<file path="src/rtl/multi_output_preimage_search.sv">
// multi_output_preimage_search
//   Walks all 16 input vectors {A,B,C,D} and presents each one whose
//   three-output function value {F_alpha, F_beta, F_gamma} equals the
//   latched target. A match stays on the output until the consumer takes it.
//
// Ports
//   clk, rst_n   : clock, asynchronous active-low reset
//   start        : begin a search (honoured only in IDLE)
//   abort        : cancel the current search (honoured only in SCAN)
//   target[2:0]  : {F_alpha, F_beta, F_gamma} pattern to invert
//   busy         : search in progress
//   match_valid  : match_abcd is a preimage of the latched target
//   match_ready  : consumer accepts the presented match
//   match_abcd   : candidate vector, A is the MSB
//   match_mask   : bit i set once vector i has been accepted
//   match_count  : number of accepted matches
//   done         : one-cycle pulse on normal completion
module multi_output_preimage_search (
  input  logic        clk,
  input  logic        rst_n,
  input  logic        start,
  input  logic        abort,
  input  logic [2:0]  target,
  output logic        busy,
  output logic        match_valid,
  input  logic        match_ready,
  output logic [3:0]  match_abcd,
  output logic [15:0] match_mask,
  output logic [4:0]  match_count,
  output logic        done
);

  typedef enum logic [1:0] {
    IDLE = 2'd0,
    SCAN = 2'd1,
    DONE = 2'd2
  } state_t;

  state_t      state, state_nxt;
  logic [3:0]  idx;
  logic [2:0]  tgt;
  logic [2:0]  f_val;
  logic        accept;
  logic        advance;

  // Function under inversion, evaluated on the current candidate.
  always_comb begin
    logic a, b, c, d;
    a = idx[3];
    b = idx[2];
    c = idx[1];
    d = idx[0];
    f_val[2] = (~a & ~b & ~d) | (a & ~c & d) | (b & c & d);
    f_val[1] = (~a & ~b)      | (~a & ~c & d) | (b & c & d);
    f_val[0] = (a & ~b)       | (a & ~c & d)  | (b & c & d);
  end

  // State register
  always_ff @(posedge clk or negedge rst_n) begin
    if (!rst_n) state <= IDLE;
    else        state <= state_nxt;
  end

  // Next-state logic
  always_comb begin
    state_nxt = state;
    case (state)
      IDLE: if (start) state_nxt = SCAN;
      SCAN: begin
        if (abort)                          state_nxt = IDLE;
        else if (advance && idx == 4'd15)   state_nxt = DONE;
      end
      DONE:    state_nxt = IDLE;
      default: state_nxt = IDLE;
    endcase
  end

  // Outputs; match_valid is derived from registered state only, so the
  // handshake never forms a combinational loop through match_ready.
  always_comb begin
    busy        = (state == SCAN);
    done        = (state == DONE);
    match_valid = busy && (f_val == tgt);
    match_abcd  = busy ? idx : '0;
    accept      = match_valid && match_ready;
    advance     = busy && (!match_valid || match_ready);
  end

  // Datapath. An acceptance coinciding with abort is still recorded;
  // idx saturates at 15 so it never wraps inside a search.
  always_ff @(posedge clk or negedge rst_n) begin
    if (!rst_n) begin
      idx         <= '0;
      tgt         <= '0;
      match_mask  <= '0;
      match_count <= '0;
    end else begin
      case (state)
        IDLE: begin
          if (start) begin
            tgt         <= target;
            idx         <= '0;
            match_mask  <= '0;
            match_count <= '0;
          end
        end
        SCAN: begin
          if (accept) begin
            match_mask[idx] <= 1'b1;
            match_count     <= match_count + 5'd1;
          end
          if (advance && !abort && idx != 4'd15)
            idx <= idx + 4'd1;
        end
        default: ;
      endcase
    end
  end

endmodule

</file>
<file path="config.mk">
export PLATFORM = sky130hd
export DESIGN_NAME = multi_output_preimage_search
export DESIGN_NICKNAME = d
export VERILOG_FILES = /design/src/rtl/multi_output_preimage_search.sv
export SDC_FILE = /design/constraint.sdc
export NUM_CORES = 1
export LEC_CHECK = 0
export BUFFER_PORTS_ARGS = -buffer_cell sky130_fd_sc_hd__buf_2
export CELL_PAD_IN_SITES_DETAIL_PLACEMENT = 1
export CELL_PAD_IN_SITES_GLOBAL_PLACEMENT = 2
export CORE_UTILIZATION = 36
export CTS_CLUSTER_DIAMETER = 80
export DETAILED_ROUTE_END_ITERATION = 8
export PLACE_DENSITY = 0.95
export SYNTH_ARGS = -nofsm -noshare
export SYNTH_HDL_FRONTEND = slang
export SYNTH_SLANG_ARGS = --single-unit
</file>
<file path="constraint.sdc">
create_clock -name clk -period 3 [get_ports clk]
set_clock_uncertainty 0.05 [all_clocks]
set_input_delay 0.45 -clock clk [delete_from_list [all_inputs] [get_ports clk]]
set_output_delay 0.45 -clock clk [all_outputs]
set_load 0.05 [all_outputs]
</file>
After elaboration in Yosys (flattened, before gate mapping)
Index checks and enable logic that the tools add are counted.

Register bits after elaboration: 30. Bits in latches: 0. RAM bits: 0. Memory bits (read-only): 0. Input port bits: 8. Memories kept: 0.

$add $sub $neg: 2. Multipliers: 0. Divide/modulo/power cells: 0. Order comparisons: 2. Equal/unequal tests: 9. Shift operators: 0. Mux-type cells: 16. Bitwise gates (word level): 20. Reductions and logical operators: 16.

Operators with widths (count): 16-bit two-way mux (2); 16-bit one-hot mux with 2 select lines (1); 16-bit OR (1); 4-bit two-way mux (3); 5-bit two-way mux (2); 5-bit one-hot mux with 2 select lines (1); 1-bit bitwise AND (9); 4-bit one-hot mux with 2 select lines (1); 1-bit logical AND (7); 2-bit two-way mux (3); 1-bit OR (6); 3-bit AND reduction (2); 5-bit by 1-bit adder with 5-bit output, second input constant (1); 4-bit by 5-bit less-than comparator with 1-bit output, second input constant (1); 4-bit by 1-bit adder with 4-bit output, second input constant (1); 1-bit demux with 4-bit select (1); 4-bit equality test, second input constant (1); 4-bit by 1-bit >= comparator with 1-bit output, second input constant (1); 2-bit by 1-bit inequality test with 1-bit output, second input constant (2); 4-bit inequality test, second input constant (1); 1-bit inverter (4); 2-bit one-hot mux with 2 select lines (1); 2-bit AND reduction (2); 3-bit equality test (1); other kinds (9) (10).

Longest topological paths before layout
Word-level depth: 14. Gate-level depth with buffers: 8. Mapped depth without buffers: 5.

Least setup slack after synthesis
No wires, ideal clock.

Path type: register to output. From: reg state[1]. To: out match_valid. Arrival: 1804 ps. Required time: 2500 ps. Path slack: 696 ps. Stages on the path, launching flop included: 5. Cell sequence: dfrtp_1 > nor2b_1 > clkbuf_1 > and3_1 > and2_1.

Longest elaborated chain between the ends: 2.

RTL lines: start: declaration (line 39) `state_t state, state_nxt;`; start signal: assignment (line 61) `else state <= state_nxt;`; 2-bit by 1-bit equality test with 1-bit output (line 81) `busy = (state == SCAN);`; via busy (line 24) `output logic busy,`; 1-bit logical AND (line 83) `match_valid = busy && (f_val == tgt);`; end: declaration (line 25) `output logic match_valid,`.

The timed path passes the listed nets, and every way through them passes these cells.

Final worst setup path
From: reg idx[3]. To: out match_valid.

Longest elaborated chain between the ends: 7. Elaborated cells between the ends (all ways): 16.

RTL lines: start: declaration (line 40) `logic [3:0] idx;`; start signal: assignment (line 113) `idx <= idx + 4'd1;`; 1-bit inverter (line 53, 54); 1-bit bitwise AND (on tied branches) (2 in series) (line 54, 53); 1-bit OR (on tied branches) (2 in series) (line 54, 53); 3-bit equality test (*) (line 83); 1-bit logical AND (*) (line 83).

Mark *: on every way between the ends. The rest lies on a longest branch, timed or not.

==> impl_metrics.tcl <==
set metrics [dict create \
    drive_gt1_share_pct 29.2 \
    setup.worst_path.end_class "primary output" \
    antenna_cells 0 \
    grt_start_max_net_pins 31 \
    drt-pass1-iter-count 4 \
    tightestPinTransition_ns 0.684 \
    status "finished clean" \
    cts_resized 0 \
    critPathMaxStageDelay_ns 0.50 \
    yosys.area.top_type "dfrtp_1" \
    root_buffer "clkbuf_8" \
    fill_cells 492 \
    leakagePower_nw 0.954 \
    slowest_stage "dfrtp_1" \
    ctsHoldBuffers 0 \
    antenna_found_initial 0 \
    postCtsSetupRepairBufs 0 \
    cts_buffers 5 \
    register_area_um2 751 \
    clkLatencyLatePin_ns 0.29 \
    crit_chain "and3b_1, o211ai_2, nand4_2, and2_1, buf_2" \
    dieWidth_um 69.1 \
    ys_seq_elements 30 \
    period_needed_ns 2.52 \
    worstHoldPathType "primary input to asynchronous set/reset pin" \
    setup_viol 0 \
    syn_inst 154 \
    yosysUniqueCellTypes 38 \
    clock.fmax_mhz 396 \
    cts_sinks 30 \
    area_growth_pct 16.4 \
    nNetsFinal 197 \
    drt_iter0_drc 26 \
    die_h_um 69.1 \
    grt_pass1_wl_um 7110 \
    clkTransAtPathRegs_ns 0.07 \
    drt_wl_total_um 4090 \
    synth_most_common_cell "dfrtp_1" \
    synth_common_cells "dfrtp_1 (30), nand2_1 (20), a32o_1 (16), inv_1 (8), mux2i_1 (7)" \
    reg2reg_from "idx[0]$_DFFE_PN0P_" \
    start_util_pct 37.2 \
    portBuffers 35 \
    yosysWarningCount 0 \
    slew_headroom_pct 54.4 \
    crit_start "idx[3]$_DFFE_PN0P_" \
    overflow 0 \
    setup_tns_ns 0 \
    final_max_slew_viol_count 0 \
    rows 24 \
    worstPathArrival_ns 2.02 \
    multi_input_area_um2 763 \
    maxCapViolCount 0 \
    p_clk_share_pct 26.5 \
    switchingPower_mw 0.538 \
    synth_fp_nets 167 \
    synthArstFlopShare_pct 100 \
    synth_ff_type "dfrtp_1" \
    cts.htree.levels 2 \
    dr_total_vias 1306 \
    yosys.area.top_type_share_pct 46.3 \
    io_pins 36 \
    p_int_mw 0.764 \
    pwr-share-comb_pct 33.9 \
    period_share_pct 84.1 \
    power.density_nw_per_um2 690 \
    grt_usage_pct 19.1 \
    synth_enable_flop_cells 0 \
    synth_area_um2 1620 \
    crit_required_ns 2.50 \
    rr_worst_depth 5 \
    die_area_um2 4770 \
    ys_seq_area_share_pct 46.3 \
    hold_ws_ns 0.146 \
    avgSynthCellArea_um2 10.5 \
    path_class "register to primary output" \
    p_sw_share_pct 41.3 \
    rsz0062_at_grt "false" \
    remaining_drc_errors 0 \
    ir_worst_vdd_mv 0.348 \
    grt_pass1_vias 1371 \
    cts_tree "done" \
    synthTopCellsByArea "dfrtp_1 (46%), a32o_1 (9.9%), nand2_1 (4.6%)" \
    hold_viol_final 0 \
    seq_power_share_pct 39.7 \
    antenna_left 0 \
    dp_hpwl_um 2920 \
    crit_path_start_kind "register" \
    critPathMaxFanout 13 \
    core-area_um2 4350 \
    wl_per_cell_um 17.3 \
    clock_path_buffers 2 \
    utilization_pct 43.3 \
    via_per_inst 5.51 \
    gp_congestion 0.748 \
]
==> cell usage in the layout (no fill, tap or decap), types with 2 or more instances in the layout <==
cell type	count
o21ai_1	3
clkbuf_8	6
nand2_1	20
a21oi_1	4
buf_2	35
and2_1	5
nor3_1	2
mux2i_1	7
nand4_1	2
nand3_1	4
nand4_2	2
and3_1	4
o211ai_2	2
nor2b_4	2
dfrtp_1	30
nor2_1	5
and4_1	2
nand4b_1	2
ha_1	5
a32o_1	16
inv_1	8
nor2b_1	3
==> routing by layer <==
metal,global-route usage [%],vias to the layer above,wire (µm)
li1,-,613,-
met1,24.3,654,1800
met2,31.5,31,2060
met3,4.09,8,146
met4,7.71,0,85
met5,0,-,0
==> final timing paths <==
path	endpoint	slack, ns
max	match_valid	0.48
max in group asynchronous	match_mask[8]$_DFFE_PN0P_	2.31
min	match_count[3]$_DFFE_PN0P_	0.15
max reg2reg	match_mask[5]$_DFFE_PN0P_	0.93
min reg2reg	match_mask[15]$_DFFE_PN0P_	0.44
min in group clk	tgt[1]$_DFFE_PN0P_	0.31
==> flip-flops by register name (all words and copies together), names as in the netlist <==
name and flops:
tgt 3, idx 4, match_mask 16, match_count 5, state 2
==> stage by stage <==
stage | setup slack (ns) | area, µm² | std cells | power, mW
floorplan | 0.696 | 1620 | 154 | 0.862
global placement | 0.877 | 1790 | 229 | 0.943
detailed placement | 0.782 | 1790 | 229 | 0.969
CTS | 0.461 | 1890 | 237 | 1.32
global route | 0.356 | 1890 | 237 | 1.39
finish | 0.476 | 1890 | 237 | 1.30
==> power by group through the flow <==
stage / registers, mW / clock network [mW] / logic, mW
after floorplan: 0.530 / 0 / 0.332
after detailed placement: 0.521 / 0 / 0.448
final: 0.516 / 0.344 / 0.441
after global placement: 0.517 / 0 / 0.426
after CTS: 0.515 / 0.355 / 0.449
after global routing: 0.527 / 0.378 / 0.484
==> cells by family after synthesis <==
logic type,after synthesis,synth area share [%]
mux,7,4.32
flops,30,46.3
buf+inv,21,6.56
simple gates,60,22.5
fa+ha+maj,5,3.86
compound gates,31,16.4
==> final cells by class <==
class	instances	share of cell area [%]
multi-input combinational	103	40.5
clock buffer	6	4.38
clock inverter	2	0.663
sequential	30	39.8
inverter	8	1.59
timing repair buffer	36	9.68
tap	52	3.45
==> worst max-delay path: cells and delay by family, from the launching register on <==
kind | cells | cell delay, ns
AND/OR/NAND/NOR | 3 | 0.84
AO/OA/AOI/OAI | 1 | 0.20
buffers and inverters | 1 | 0.20
flip-flops | 1 | 0.50
(Power assumes the default switching activity.)
